$ cat src/rtl/uart_pkg.sv
// Shared UART definitions: parity modes, TX state encoding and bit-period math.
// Intended for both the transmitter and future receive logic.
package uart_pkg;

    localparam int PAR_NONE = 0;
    localparam int PAR_EVEN = 1;
    localparam int PAR_ODD  = 2;

    typedef enum logic [2:0] {
        ST_IDLE   = 3'd0,
        ST_START  = 3'd1,
        ST_DATA   = 3'd2,
        ST_PARITY = 3'd3,
        ST_STOP   = 3'd4
    } tx_state_t;

    // Rounded to the nearest integer so the baud error stays below half a clock per bit.
    function automatic int calc_clks_per_bit(input int clk_freq, input int baud);
        return (clk_freq + baud / 2) / baud;
    endfunction

endpackage

$ cat src/rtl/uart_tx_frame_if.sv
// Host-side bundle of the UART transmitter: payload handshake, serial line and frame status.
interface uart_tx_frame_if
    import uart_pkg::*;
#(
    parameter int DATA_BITS = 8
) ();

    // Handshake: a payload transfers on any clock where in_valid && in_ready are both high;
    // in_ready never depends on in_valid, and the payload is not consumed otherwise.
    logic [DATA_BITS-1:0] in_data;
    logic                 in_valid;
    logic                 in_ready;
    logic                 uart_tx;
    logic                 busy;
    logic                 byte_end;
    tx_state_t            dbg_state;

    modport master (
        output in_data, in_valid,
        input  in_ready, uart_tx, busy, byte_end, dbg_state
    );

    modport slave (
        input  in_data, in_valid,
        output in_ready, uart_tx, busy, byte_end, dbg_state
    );

endinterface

$ cat src/rtl/uart_baud_tick.sv
// Bit-period timer: counts 0..CLKS_PER_BIT-1 and flags the terminal count and the clock before it.
module uart_baud_tick #(
    parameter int CLKS_PER_BIT = 217
) (
    input  logic clk,
    input  logic rst,
    input  logic clear,
    output logic tick,
    output logic tick_next
);

    localparam int CW = (CLKS_PER_BIT > 2) ? $clog2(CLKS_PER_BIT) : 1;

    logic [CW-1:0] cnt;

    always_ff @(posedge clk or posedge rst) begin
        if (rst) begin
            cnt <= '0;
        end else if (clear || tick) begin
            cnt <= '0;
        end else begin
            cnt <= cnt + CW'(1);
        end
    end

    // tick_next lets a consumer register a strobe that lands exactly on the terminal clock.
    assign tick      = !clear && (cnt == CW'(CLKS_PER_BIT - 1));
    assign tick_next = !clear && (cnt == CW'(CLKS_PER_BIT - 2));

endmodule

$ cat src/rtl/uart_tx_frame.sv
// Parametrised UART transmitter: start bit, DATA_BITS LSB-first, optional parity, 1 or 2 stop bits.
module uart_tx_frame
    import uart_pkg::*;
#(
    parameter int CLK_FREQ  = 25000000,
    parameter int BAUD      = 115200,
    parameter int DATA_BITS = 8,
    parameter int PARITY    = 0,
    parameter int STOP_BITS = 1
) (
    input logic            clk,
    input logic            rst,
    uart_tx_frame_if.slave bus
);

    localparam int CLKS_PER_BIT = calc_clks_per_bit(CLK_FREQ, BAUD);
    localparam int BCW          = $clog2(DATA_BITS + 1);

    if (DATA_BITS < 5 || DATA_BITS > 9) begin : g_bad_data_bits
        $error("uart_tx_frame: DATA_BITS must be 5..9");
    end
    if (STOP_BITS != 1 && STOP_BITS != 2) begin : g_bad_stop_bits
        $error("uart_tx_frame: STOP_BITS must be 1 or 2");
    end
    if (PARITY < 0 || PARITY > 2) begin : g_bad_parity
        $error("uart_tx_frame: PARITY must be 0, 1 or 2");
    end
    if (CLKS_PER_BIT < 2) begin : g_bad_baud
        $error("uart_tx_frame: CLK_FREQ/BAUD must give at least 2 clocks per bit");
    end

    tx_state_t            state;
    logic [DATA_BITS-1:0] shreg;
    logic [BCW-1:0]       bit_cnt;
    logic                 stop_cnt;
    logic                 par_bit;
    logic                 tx_r;
    logic                 busy_r;
    logic                 byte_end_r;
    logic                 tick;
    logic                 tick_next;
    logic                 stop_last;

    uart_baud_tick #(
        .CLKS_PER_BIT(CLKS_PER_BIT)
    ) u_baud (
        .clk      (clk),
        .rst      (rst),
        .clear    (state == ST_IDLE),
        .tick     (tick),
        .tick_next(tick_next)
    );

    assign stop_last     = (stop_cnt == 1'(STOP_BITS - 1));
    assign bus.in_ready  = (state == ST_IDLE);
    assign bus.uart_tx   = tx_r;
    assign bus.busy      = busy_r;
    assign bus.byte_end  = byte_end_r;
    assign bus.dbg_state = state;

    always_ff @(posedge clk or posedge rst) begin
        if (rst) begin
            state      <= ST_IDLE;
            shreg      <= '0;
            bit_cnt    <= '0;
            stop_cnt   <= 1'b0;
            par_bit    <= 1'b0;
            tx_r       <= 1'b1;
            busy_r     <= 1'b0;
            byte_end_r <= 1'b0;
        end else begin
            byte_end_r <= 1'b0;
            case (state)
                ST_IDLE: begin
                    if (bus.in_valid) begin
                        shreg   <= bus.in_data;
                        par_bit <= (PARITY == PAR_ODD) ? ~(^bus.in_data) : ^bus.in_data;
                        tx_r    <= 1'b0;
                        busy_r  <= 1'b1;
                        state   <= ST_START;
                    end
                end
                ST_START: begin
                    if (tick) begin
                        tx_r    <= shreg[0];
                        shreg   <= shreg >> 1;
                        bit_cnt <= BCW'(1);
                        state   <= ST_DATA;
                    end
                end
                // bit_cnt holds the number of payload bits already placed on the line.
                ST_DATA: begin
                    if (tick) begin
                        if (bit_cnt == BCW'(DATA_BITS)) begin
                            if (PARITY != PAR_NONE) begin
                                tx_r  <= par_bit;
                                state <= ST_PARITY;
                            end else begin
                                tx_r     <= 1'b1;
                                stop_cnt <= 1'b0;
                                state    <= ST_STOP;
                            end
                        end else begin
                            tx_r    <= shreg[0];
                            shreg   <= shreg >> 1;
                            bit_cnt <= bit_cnt + BCW'(1);
                        end
                    end
                end
                ST_PARITY: begin
                    if (tick) begin
                        tx_r     <= 1'b1;
                        stop_cnt <= 1'b0;
                        state    <= ST_STOP;
                    end
                end
                ST_STOP: begin
                    if (tick_next && stop_last) begin
                        byte_end_r <= 1'b1;
                    end
                    if (tick) begin
                        if (stop_last) begin
                            busy_r <= 1'b0;
                            state  <= ST_IDLE;
                        end else begin
                            stop_cnt <= 1'b1;
                        end
                    end
                end
                default: begin
                    tx_r   <= 1'b1;
                    busy_r <= 1'b0;
                    state  <= ST_IDLE;
                end
            endcase
        end
    end

endmodule

$ cat src/flat_wrapper.sv
// flat-port wrapper written by rule: the top's interface ports become plain ports
module uart_tx_frame_flat import uart_pkg::*;
#(
    parameter int CLK_FREQ  = 25000000,
    parameter int BAUD      = 115200,
    parameter int DATA_BITS = 8,
    parameter int PARITY    = 0,
    parameter int STOP_BITS = 1
)
  (clk, rst, bus_in_data, bus_in_valid, bus_in_ready, bus_uart_tx, bus_busy, bus_byte_end, bus_dbg_state);
  uart_tx_frame_if #(.DATA_BITS(DATA_BITS)) bus_i ();
  input logic clk;
  input logic rst;
  input wire logic [$bits(bus_i.in_data)-1:0] bus_in_data;
  input wire logic [$bits(bus_i.in_valid)-1:0] bus_in_valid;
  output wire logic [$bits(bus_i.in_ready)-1:0] bus_in_ready;
  output wire logic [$bits(bus_i.uart_tx)-1:0] bus_uart_tx;
  output wire logic [$bits(bus_i.busy)-1:0] bus_busy;
  output wire logic [$bits(bus_i.byte_end)-1:0] bus_byte_end;
  output wire logic [$bits(bus_i.dbg_state)-1:0] bus_dbg_state;
  assign bus_i.in_data = bus_in_data;
  assign bus_i.in_valid = bus_in_valid;
  assign bus_in_ready = bus_i.in_ready;
  assign bus_uart_tx = bus_i.uart_tx;
  assign bus_busy = bus_i.busy;
  assign bus_byte_end = bus_i.byte_end;
  assign bus_dbg_state = bus_i.dbg_state;
  uart_tx_frame #(.CLK_FREQ(CLK_FREQ), .BAUD(BAUD), .DATA_BITS(DATA_BITS), .PARITY(PARITY), .STOP_BITS(STOP_BITS)) u_core (.clk(clk), .rst(rst), .bus(bus_i));
endmodule
$ cat config.mk
export PLATFORM = sky130hd
export DESIGN_NAME = uart_tx_frame_flat
export DESIGN_NICKNAME = d
export VERILOG_FILES = /design/src/rtl/uart_pkg.sv /design/src/rtl/uart_tx_frame_if.sv /design/src/rtl/uart_baud_tick.sv /design/src/rtl/uart_tx_frame.sv /design/src/flat_wrapper.sv
export SDC_FILE = /design/constraint.sdc
export NUM_CORES = 1
export LEC_CHECK = 0
export CORE_MARGIN = 2
export CORE_UTILIZATION = 54
export DETAILED_ROUTE_END_ITERATION = 8
export PLACE_DENSITY = 0.9
export SYNTH_ARGS = -nofsm -noshare
export SYNTH_HDL_FRONTEND = slang
export SYNTH_HIERARCHICAL = 1
export SYNTH_SLANG_ARGS = --single-unit
$ cat constraint.sdc
create_clock -name clk -period 3.1 [get_ports clk]
set_input_delay 0.465 -clock clk [delete_from_list [all_inputs] [get_ports clk]]
set_output_delay 0.465 -clock clk [all_outputs]
set_load 0.02 [all_outputs]
Word level (Yosys, flattened, before mapping):

Index checks and enable logic that the tools add are counted.

* bitwise logic cells: 3
* mux-type cells: 36
* eq/ne operators: 15
* $add $sub $neg: 2
* reduce and logical (&&, ||, !) cells: 16

Operators with widths (number)
* 8-bit two-way mux: 5
* 8-bit case mux with 3 select lines: 1
* 3-bit two-way mux: 7
* 8-bit == test, second input constant: 2
* 1-bit two-way mux: 15
* 3-bit case mux with 5 select lines: 1
* 5-bit AND reduction: 3
* 2-bit != test, second input constant: 7
* 4-bit two-way mux: 3
* 8-bit by 1-bit adder with 8-bit output, second input constant: 1
* 4-bit case mux with 2 select lines: 1
* 4-bit AND reduction: 2
* 7-bit AND reduction: 1
* 3-bit by 2-bit == test with 1-bit output, second input constant: 2
* 1-bit case mux with 3 select lines: 2
* 3-bit nonzero test: 2
* 1-bit case mux with 5 select lines: 1
* 4-bit by 1-bit adder with 4-bit output, second input constant: 1
* 4-bit == test, second input constant: 1
* 3-bit by 1-bit == test with 1-bit output, second input constant: 1
* 3-bit == test, second input constant: 1
* 1-bit logical AND: 3
* 3-bit logical NOT: 1
* 1-bit NOT: 3
* other kinds (5): 5

* input port bits: 11
* flip-flop bits (word level): 27

Depth between registers and ports, before layout:

Gate-level depths: netlist (run 1).

* word-level depth: 6
* mapped depth: 8

By module:

The synthesis (run 1) kept the hierarchy.

By module, submodules not included
* uart_tx_frame: area each 1021.0 µm², times used 1, cells an instance 102
* uart_baud_tick: area each 415.4 µm², times used 1, cells an instance 43

Worst setup path after synthesis (run 1):

Ideal clock, no wire load.

* kind: flip-flop to flip-flop
* start: reg u_core.state[1], in the netlist u_core/bus.dbg_state[1]
* end: reg u_core.shreg[0]
* library setup time: 0.125 ns
* setup slack: 0.551 ns
* period minus slack after synthesis: 2.549 ns
* arrival time: 2.424 ns
* stages on the path, launching flop included: 8
* path through: dfrtp_1 > buf_2 > buf_1 > nor3_1 > nor3_1 > o21ai_2 > a2111oi_4 > mux2_2

* cells in the longest elaborated chain, start to end: 5

RTL lines
* from (decl): line uart_tx_frame.sv:32 `tx_state_t state;`
* from (signal assigned): line uart_tx_frame.sv:63 `state <= ST_IDLE;`
* from (signal assigned): line uart_tx_frame.sv:80 `state <= ST_START;`
* from (signal assigned): line uart_tx_frame.sv:88 `state <= ST_DATA;`
* 3-bit logical NOT (*)
* named net bus_in_ready: line flat_wrapper.sv:16 `output wire logic [$bits(bus_i.in_ready)-1:0] bus_in_ready;`
* 1-bit logical NOT (*): line uart_baud_tick.sv:27 `assign tick = !clear && (cnt == CW'(CLKS_PER_BIT - 1));`
* 1-bit logical AND (*): line uart_baud_tick.sv:27
* named net u_core.tick: line uart_tx_frame.sv:40 `logic tick;`
* 2-bit != test (no line)
* 5-bit AND reduction (no line) (*)
* to (signal assigned): line uart_tx_frame.sv:76 `shreg <= bus.in_data;`
* to (signal assigned): line uart_tx_frame.sv:86 `shreg <= shreg >> 1;`
* to (signal assigned): line uart_tx_frame.sv:105 `shreg <= shreg >> 1;`
* to (decl): line uart_tx_frame.sv:33 `logic [DATA_BITS-1:0] shreg;`

The timed path passes the listed nets; every way through them passes the cells marked *.
A chain may end at the register's enable or synchronous reset.

Worst setup path after layout (run 1):

* start: reg u_core.state[1], in the netlist u_core/bus.dbg_state[1]
* end: reg u_core.shreg[5]

* cells in the longest elaborated chain, start to end: 5

RTL lines
* 3-bit logical NOT (*): line uart_tx_frame.sv:49 `.clear (state == ST_IDLE),`
* 1-bit logical NOT (*): line uart_baud_tick.sv:27
* 1-bit logical AND (*): line uart_baud_tick.sv:27
* named net u_core.tick: line uart_tx_frame.sv:40
* 2-bit != test (no line)
* 5-bit AND reduction (no line) (*)

Marked as above.

==> summary.txt, run 1 <==
R2R setup slack: 590 ps
vias in the first global route: 1109
endpoint class of the critical path: register
max-slew violations: 0
routed wire length: 2.94 mm
htree depth: 1
Fill cells: 194
vias per cell: 5.87
Final period util: 0.811
post-route insts no fill: 191
Initial DRC Count: 27
# Max-Cap Violations: 0
Area Overhead vs Synth: 15.1%
Slew @ Worst Pin: 717 ps
gpl congestion: 0.906
RSZ-0062 raised after global routing: no
post-cts resize count: 0
Die Wd: 55.6 µm
Synth Area per Inst: 9.91 µm²
Leakage: 0.686 nW
RR Endpoint: u_core/shreg[5]
most frequent cell after synthesis: dfrtp_1
placed inst area: 1630 µm²
initial antenna violation count: 0
Pwr Density: 317 nW/µm²
Die Footprint: 3090 µm²
CTS buffer count: 3
max frequency: 398 MHz
DRT Pass-1 Iters: 6
CP Class: reg2reg
DRC viols: 0
Post-Place Cells: 187
post-synthesis register bit count: 26
Core Footprint: 2500 µm²
largest family of logic cells by synthesized area: simple AND/OR/NAND/NOR gates
Critical Path RT: 3310 ps
ranking of synthesized cells by area: dfrtp_1 (44%), mux2_2 (11%), o21ai_0 (4.2%)
CTS tree: done
postcts setup bufs: 0
Tmin final: 2510 ps
Post-Syn Area: 1440 µm²
Initial Util: 0.575
yosys warns: 6
Design Area, Final: 1650 µm²
ys async rst share: 1.00
Compound-Gate Fraction of Synth Area: 0.152
ANT cells: 0
largest net degree at the start of global routing: 19
crit path DAT: 2720 ps
GRT overflow: 0
Final Hold Vio Count: 0
post-layout util: 0.661
Root Driver: clkbuf_4
Seq/Total Area, Yosys: 0.454
GRT Util Overall: 0.201
XOR/XNOR share of the synthesized area: 0.0244
layout cells sized above 1: 0.155
post-synthesis simple-gate area fraction: 0.165
site row count: 18
multiplexer share of the synthesized area: 0.117
worst hold path type: in2async
crit start category: register
# IOs: 18
Commonest cells post-synth: dfrtp_1 (25), inv_1 (14), mux2_2 (14)
skew final: 7.26 ps
wire length per cell: 15.4 µm
Synth top area share: 0.436
Yosys top cell by area: dfrtp_1
Synth Flop Type: dfrtp_1
Max Root-Sink Buffers: 2
Crit Reg-Reg Startpoint: u_core/bus.dbg_state[1]
Synth cell types: 37
Post-CTS Hold Fix Bufs: 0
vias post-DR: 1121
CP Max Fanout: 16
# port buffers: 17
clock latency on the worst-skew pair: 320 ps
Layout Nets: 177
R2R depth: 6
die height: 55.6 µm
Setup TNS: 0 ps
Total Power: 0.524 mW
Net Count, Synth: 160
Post-DP HPWL: 2.13 mm
clk slew on worst S/H paths: 140 ps
Final setup viols: 0
Slew Limit Headroom: 0.522
post-synthesis adder-cell area fraction: 0.0348
first-pass GRT wire length: 5.05 mm
CTS Sinks: 26
Worst VDD drop: 0.000313 V
status: completed
post-synthesis cell count: 145
Post-synth EDFFs: 0
Final ANT Viol Nets: 0
how the worst max path moves through the flow:
stage / slack (ps) / cells after the start / end / start
global route: 400 / 6 / u_core/shreg[2] / u_core/bus.dbg_state[1]
CTS: 580 / 2 / bus_in_ready / u_core/bus.dbg_state[0]
floorplan: 550 / 7 / u_core/shreg[0] / u_core/bus.dbg_state[1]
global placement: 740 / 6 / u_core/shreg[1] / u_core/bus.dbg_state[1]
detailed placement: 630 / 6 / u_core/shreg[5] / u_core/bus.dbg_state[1]
finish: 590 / 6 / u_core/shreg[5] / u_core/bus.dbg_state[1]
layout by cell type (no fill, tap or decap), drive strengths merged, types with 2 or more instances in the layout:
cell type,n
a21oi,9
a31oi,2
clkbuf,4
clkdlybuf4s50,17
dfrtp,25
ha,4
inv,14
mux2,14
nand2,8
nand3,6
nand3b,2
nand4,4
nor2,9
nor2b,3
nor3,3
o21ai,13
o31ai,2
or3,4
xnor2,2
xor2,2
power by group:
| group | internal [mW] | switching [mW] |
|---|---|---|
| Combinational | 0.0185 | 0.0123 |
| Clock | 0.0503 | 0.0956 |
| Sequential | 0.344 | 0.00280 |
| Total | 0.413 | 0.111 |
critical path, stage by stage (launching register included):
cell and delay (ps):
dfrtp_1 720, nor3_1 180, nor3_1 220, buf_4 200, o21ai_2 110, a2111oi_4 570
mux2_2 400
per-layer routing:
| metal | global-route usage | vias to the layer above | routed length [µm] |
|---|---|---|---|
| met5 | 0 | - | 0 |
| met4 | 0.0523 | 0 | 0 |
| met3 | 0.0372 | 0 | 119 |
| met2 | 0.359 | 29 | 1510 |
| met1 | 0.249 | 547 | 1310 |
| li1 | - | 545 | - |
cell type report:
| class | instances | area, µm² | area share |
|---|---|---|---|
| Multi-Input combinational cell | 99 | 707 | 0.428 |
| Sequential cell | 26 | 652 | 0.394 |
| Timing Repair Buffer | 18 | 178 | 0.107 |
| Inverter | 14 | 52.6 | 0.0318 |
| Tap cell | 30 | 37.5 | 0.0227 |
| Clock buffer | 4 | 26.3 | 0.0159 |
logic make-up (layout without fill, tap and decap cells):
family | count (synthesis) | after routing
multiplexers | 15 | 15
flip-flops | 26 | 26
buffers and inverters | 20 | 36
AND/OR/NAND/NOR | 44 | 44
AO/OA/AOI/OAI | 32 | 32
XOR/XNOR | 4 | 4
adder cells (fa/ha/maj) | 4 | 4
registers in the layout (all words and copies together), names as in the netlist:
signal,flops
u_core/bus.byte_end,1
u_core/shreg,8
u_core/bus.busy,1
u_core/bit_cnt,4
u_core/bus.uart_tx,1
u_core/bus.dbg_state,3
u_core/u_baud/cnt,8
stage by stage:
stage               hold WS [ps]  worst slack, ps
finish                       393              587
global route                 445              400
CTS                          392              583
detailed placement           493              633
global placement             485              742
floorplan                    281              551
Note: power is estimated with default switching activity, not from simulation.
==> run 2, diff against run 1 <==
clock period = 2.4 ns   (was 3.1 ns; I/O delays follow)
==> summary.txt, run 2 (synthesized netlist as in run 1, its figures left out) <==
status: completed
Die Footprint: 3090 µm²
Die Wd: 55.6 µm
crit path DAT: 1850 ps
Worst VDD drop: 0.000393 V
CTS Sinks: 26
post-route insts no fill: 196
met2 Usage GRT: 0.366
Core Footprint: 2500 µm²
R2R setup slack: 200 ps
first-pass GRT wire length: 5.48 mm
GR Layer Usage met3: 0.0395
initial antenna violation count: 0
Setup TNS: 0 ps
vias post-DR: 1166
die height: 55.6 µm
layout cells sized above 1: 0.187
DRC viols: 0
most frequent cells in the layout: dfrtp_1 (25), clkdlybuf4s50_1 (17), inv_1 (14), mux2_2 (14), o21ai_0 (12)
routed wire length: 3.10 mm
largest net degree at the start of global routing: 19
R2R depth: 8
Final Hold Vio Count: 0
Area Overhead vs Synth: 18.4%
ANT cells: 0
Critical Path RT: 2040 ps
skew final: 2.22 ps
Final setup viols: 0
clock latency on the worst-skew pair: 310 ps
htree depth: 1
GRT overflow: 0
CP Max Fanout: 4
# port buffers: 17
CP Class: reg2out
CTS buffer count: 3
Root Driver: clkbuf_4
Leakage: 0.717 nW
Post-Place Cells: 191
Total Power: 0.707 mW
postcts setup bufs: 0
Initial DRC Count: 54
Pwr Density: 416 nW/µm²
vias in the first global route: 1194
met1 global-route usage: 0.288
post-layout util: 0.680
GRT Util Overall: 0.222
CTS tree: done
crit start category: register
max frequency: 453 MHz
wire length per cell: 15.8 µm
clk slew on worst S/H paths: 140 ps
Initial Util: 0.575
vias per cell: 5.95
Critical-path top delay cell: clkdlybuf4s50_1
commonest non-fill, non-tap cell in the layout: dfrtp_1
gpl congestion: 0.948
Tmin final: 2210 ps
Slew Limit Headroom: 0.543
DRT Pass-1 Iters: 5
max incr delay on CP: 700 ps
Post-DP HPWL: 2.30 mm
endpoint class of the critical path: output port
Slew @ Worst Pin: 685 ps
Post-CTS Hold Fix Bufs: 0
# Max-Cap Violations: 0
RSZ-0062 raised after global routing: no
crit-path cells: nor3_1 > clkdlybuf4s50_1
placed inst area: 1660 µm²
site row count: 18
post-cts resize count: 0
Crit Reg-Reg Startpoint: u_core/u_baud/cnt[0]
Layout Nets: 182
Max Root-Sink Buffers: 2
max-slew violations: 0
Design Area, Final: 1700 µm²
RR Endpoint: u_core/shreg[1]
Final period util: 0.920
global route hottest layer: met2
cell family contributing the most delay on the critical path: buffers and inverters
WP buf/inv: 1
# IOs: 18
Top Registers: u_core/shreg (8), u_core/u_baud/cnt (8), u_core/bit_cnt (4)
worst hold path type: in2async
Final ANT Viol Nets: 0
-- run 2: cell types whose count changed in the layout (fill, tap and decap cells not counted), sizes merged --
| cell | before | now |
|---|---|---|
| buf | 1 | 6 |
-- run 2: worst register-to-register path: stages (launching register included) --
cell and delay (ps):
dfrtp_1 450, inv_1 80, ha_1 150, nand3b_1 110, nor3_1 290, o21ai_2 160, a2111oi_4 300, buf_4 220
mux2_2 340
-- run 2: cell type report --
class	instances	area [µm²]
fillers	181	800
flip-flops and latches	26	652
repair buffers	23	215
multi-input cells	99	707
clock buffers	4	36.3
well taps	30	37.5
inverters	14	52.6
-- run 2: metal layers --
metal  up-vias  part of all wire
li1        556                 -
met1       571              0.44
met2        33              0.52
met3         6             0.031
met4         0             0.014
met5         -                 0
-- run 2: power by group --
group          switching (mW)  leakage [nW]  internal [mW]
clock                   0.126        0.0210         0.0927
sequential            0.00328         0.325          0.445
combinational          0.0159         0.371         0.0240
-- run 2: worst max-delay path by stage --
stage          slack [ps]  cells after the start                     from            endpoint
6_report              190                      2  u_core/bus.dbg_state[2]        bus_in_ready
3_5_place_dp          170                      7     u_core/u_baud/cnt[0]     u_core/shreg[1]
3_3_place_gp          330                      5     u_core/u_baud/cnt[5]     u_core/shreg[1]
2_1_floorplan          10                      8  u_core/bus.dbg_state[1]  u_core/bus.uart_tx
5_1_grt                70                      8     u_core/u_baud/cnt[0]     u_core/shreg[6]
4_1_cts               160                      7     u_core/u_baud/cnt[0]     u_core/shreg[1]
-- run 2: through the flow --
step / hold WS (ps) / worst slack, ps
2_1_floorplan: 176 / 12.4
3_3_place_gp: 483 / 328
3_5_place_dp: 491 / 175
4_1_cts: 307 / 156
5_1_grt: 318 / 69.2
6_report: 311 / 191
==> run 3, diff against run 2 <==
CAP_MARGIN = 10   (was default)
GPL_TIMING_DRIVEN = 0   (was default)
REMOVE_ABC_BUFFERS = 1   (was default)
==> summary.txt, run 3 (synthesized netlist as in run 1, its figures left out) <==
routed wire length: 3.20 mm
Crit Reg-Reg Startpoint: u_core/u_baud/cnt[0]
Final period util: 0.946
DRC viols: 0
site row count: 18
Post-CTS Hold Fix Bufs: 0
Max Root-Sink Buffers: 2
max frequency: 440 MHz
Pwr Density: 399 nW/µm²
power share of the combinational group: 0.059
max-slew violations: 0
# Max-Cap Violations: 0
final worst-path setup slack: 129 ps
GRT Util Overall: 0.203
GRT overflow: 0
Slew @ Worst Pin: 726 ps
htree depth: 1
CP Class: reg2out
max incr delay on CP: 680 ps
initial antenna violation count: 0
Sw Pwr: 0.148 mW
post-layout util: 0.684
Post-DP HPWL: 2.17 mm
clk slew on worst S/H paths: 150 ps
Final ANT Viol Nets: 0
R2R setup slack: 190 ps
WHS: 309 ps
Worst VDD drop: 0.000476 V
vias per cell: 6.16
Setup WS pre-CTS: -818 ps
skew final: 8.70 ps
Critical-path top delay cell: clkdlybuf4s50_1
Post-Place Cells: 186
Int Pwr: 0.534 mW
most frequent cells in the layout: dfrtp_1 (22), clkdlybuf4s50_1 (17), inv_1 (14), mux2_2 (14), o21ai_0 (12)
Top Registers: u_core/shreg (8), u_core/u_baud/cnt (8), u_core/bit_cnt (4)
Tmin final: 2270 ps
largest net degree at the start of global routing: 19
Leakage: 0.713 nW
Clock Power Share: 0.283
RSZ-0062 raised after global routing: no
status: completed
R2R depth: 8
RR Endpoint: u_core/shreg[0]
Fill cells: 180
CP Max Fanout: 14
clock latency on the worst-skew pair: 320 ps
vias post-DR: 1208
Core Footprint: 2500 µm²
commonest non-fill, non-tap cell in the layout: dfrtp_1
Final Hold Vio Count: 0
vias in the first global route: 1121
layout cells sized above 1: 0.211
Total Power: 0.682 mW
crit start category: register
CTS tree: done
ANT cells: 0
first-pass GRT wire length: 5.08 mm
endpoint class of the critical path: output port
Initial DRC Count: 42
Initial Util: 0.575
wire length per cell: 16.3 µm
# IOs: 18
die height: 55.6 µm
CTS Sinks: 26
Critical Path RT: 2040 ps
sequential share of power: 0.658
Die Wd: 55.6 µm
Layout Nets: 182
worst hold path type: in2async
crit-path cells: nor3_2 > clkdlybuf4s50_1
DRT Pass-1 Iters: 4
Area Overhead vs Synth: 19.1%
Net Sw Frac: 0.218
CTS buffer count: 3
Root Driver: clkbuf_4
Die Footprint: 3090 µm²
Slew Limit Headroom: 0.515
# port buffers: 17
post-route insts no fill: 196
crit path DAT: 1910 ps
Final setup viols: 0
gpl congestion: 0.804
## run 3: cell counts in the layout (fill, tap and decap cells not counted)
Identical to the previous run, type by type.
## run 3: layout make-up
cell class              count  area, µm²  area share
clock buffers               4       26.3      0.0154
multi-input cells          99        723       0.423
flip-flops and latches     26        656       0.383
repair buffers             23        215       0.126
inverters                  14       52.6      0.0307
well taps                  30       37.5      0.0219
## run 3: worst max path at each step
stage / from / endpoint / slack, ps / depth (start not counted)
floorplan: u_core/bus.dbg_state[1] / u_core/shreg[0] / -490 / 5
global placement: u_core/bus.dbg_state[1] / u_core/shreg[3] / -660 / 5
detailed placement: u_core/bus.dbg_state[1] / u_core/shreg[0] / -820 / 5
CTS: u_core/bus.dbg_state[2] / bus_in_ready / 70 / 2
global route: u_core/bus.dbg_state[0] / bus_in_ready / 50 / 2
finish: u_core/bus.dbg_state[2] / bus_in_ready / 130 / 2
## run 3: per-stage QoR
| step | area (µm²) | setup TNS (ps) |
|---|---|---|
| 2_1_floorplan | 1410 | -3660 |
| 3_3_place_gp | 1620 | -5050 |
| 3_5_place_dp | 1620 | -6700 |
| 4_1_cts | 1670 | 0 |
| 5_1_grt | 1710 | 0 |
| 6_report | 1710 | 0 |
## run 3: critical path: cells and delay by family (launching register included)
family	cells	cell delay (ps)
buffers and inverters	1	680
flip-flops	1	530
AND/OR/NAND/NOR	1	390
## run 3: per-layer routing
layer / global-route usage / part of all wire / up-vias
met5: 0 / 0 / -
met3: 0.0326 / 0.041 / 10
met2: 0.347 / 0.53 / 37
met4: 0.0627 / 0.020 / 0
li1: - / - / 553
met1: 0.265 / 0.41 / 608
## run 3: what timing repair did
item / 4_1_cts / 5_1_grt
setup endpoints to repair: 16 / 7
buffers inserted: 1 / 5
hold endpoints to repair: 0 / 0
resized for setup: 5 / 1
pin swaps: 1 / 1
## run 3: power by group through the flow
stage / sequential (mW) / clock, mW / combinational [mW]
floorplan: 0.455 / 0 / 0.0187
global placement: 0.456 / 0 / 0.0385
detailed placement: 0.457 / 0 / 0.0408
CTS: 0.449 / 0.199 / 0.0409
global route: 0.450 / 0.215 / 0.0443
finish: 0.449 / 0.193 / 0.0401
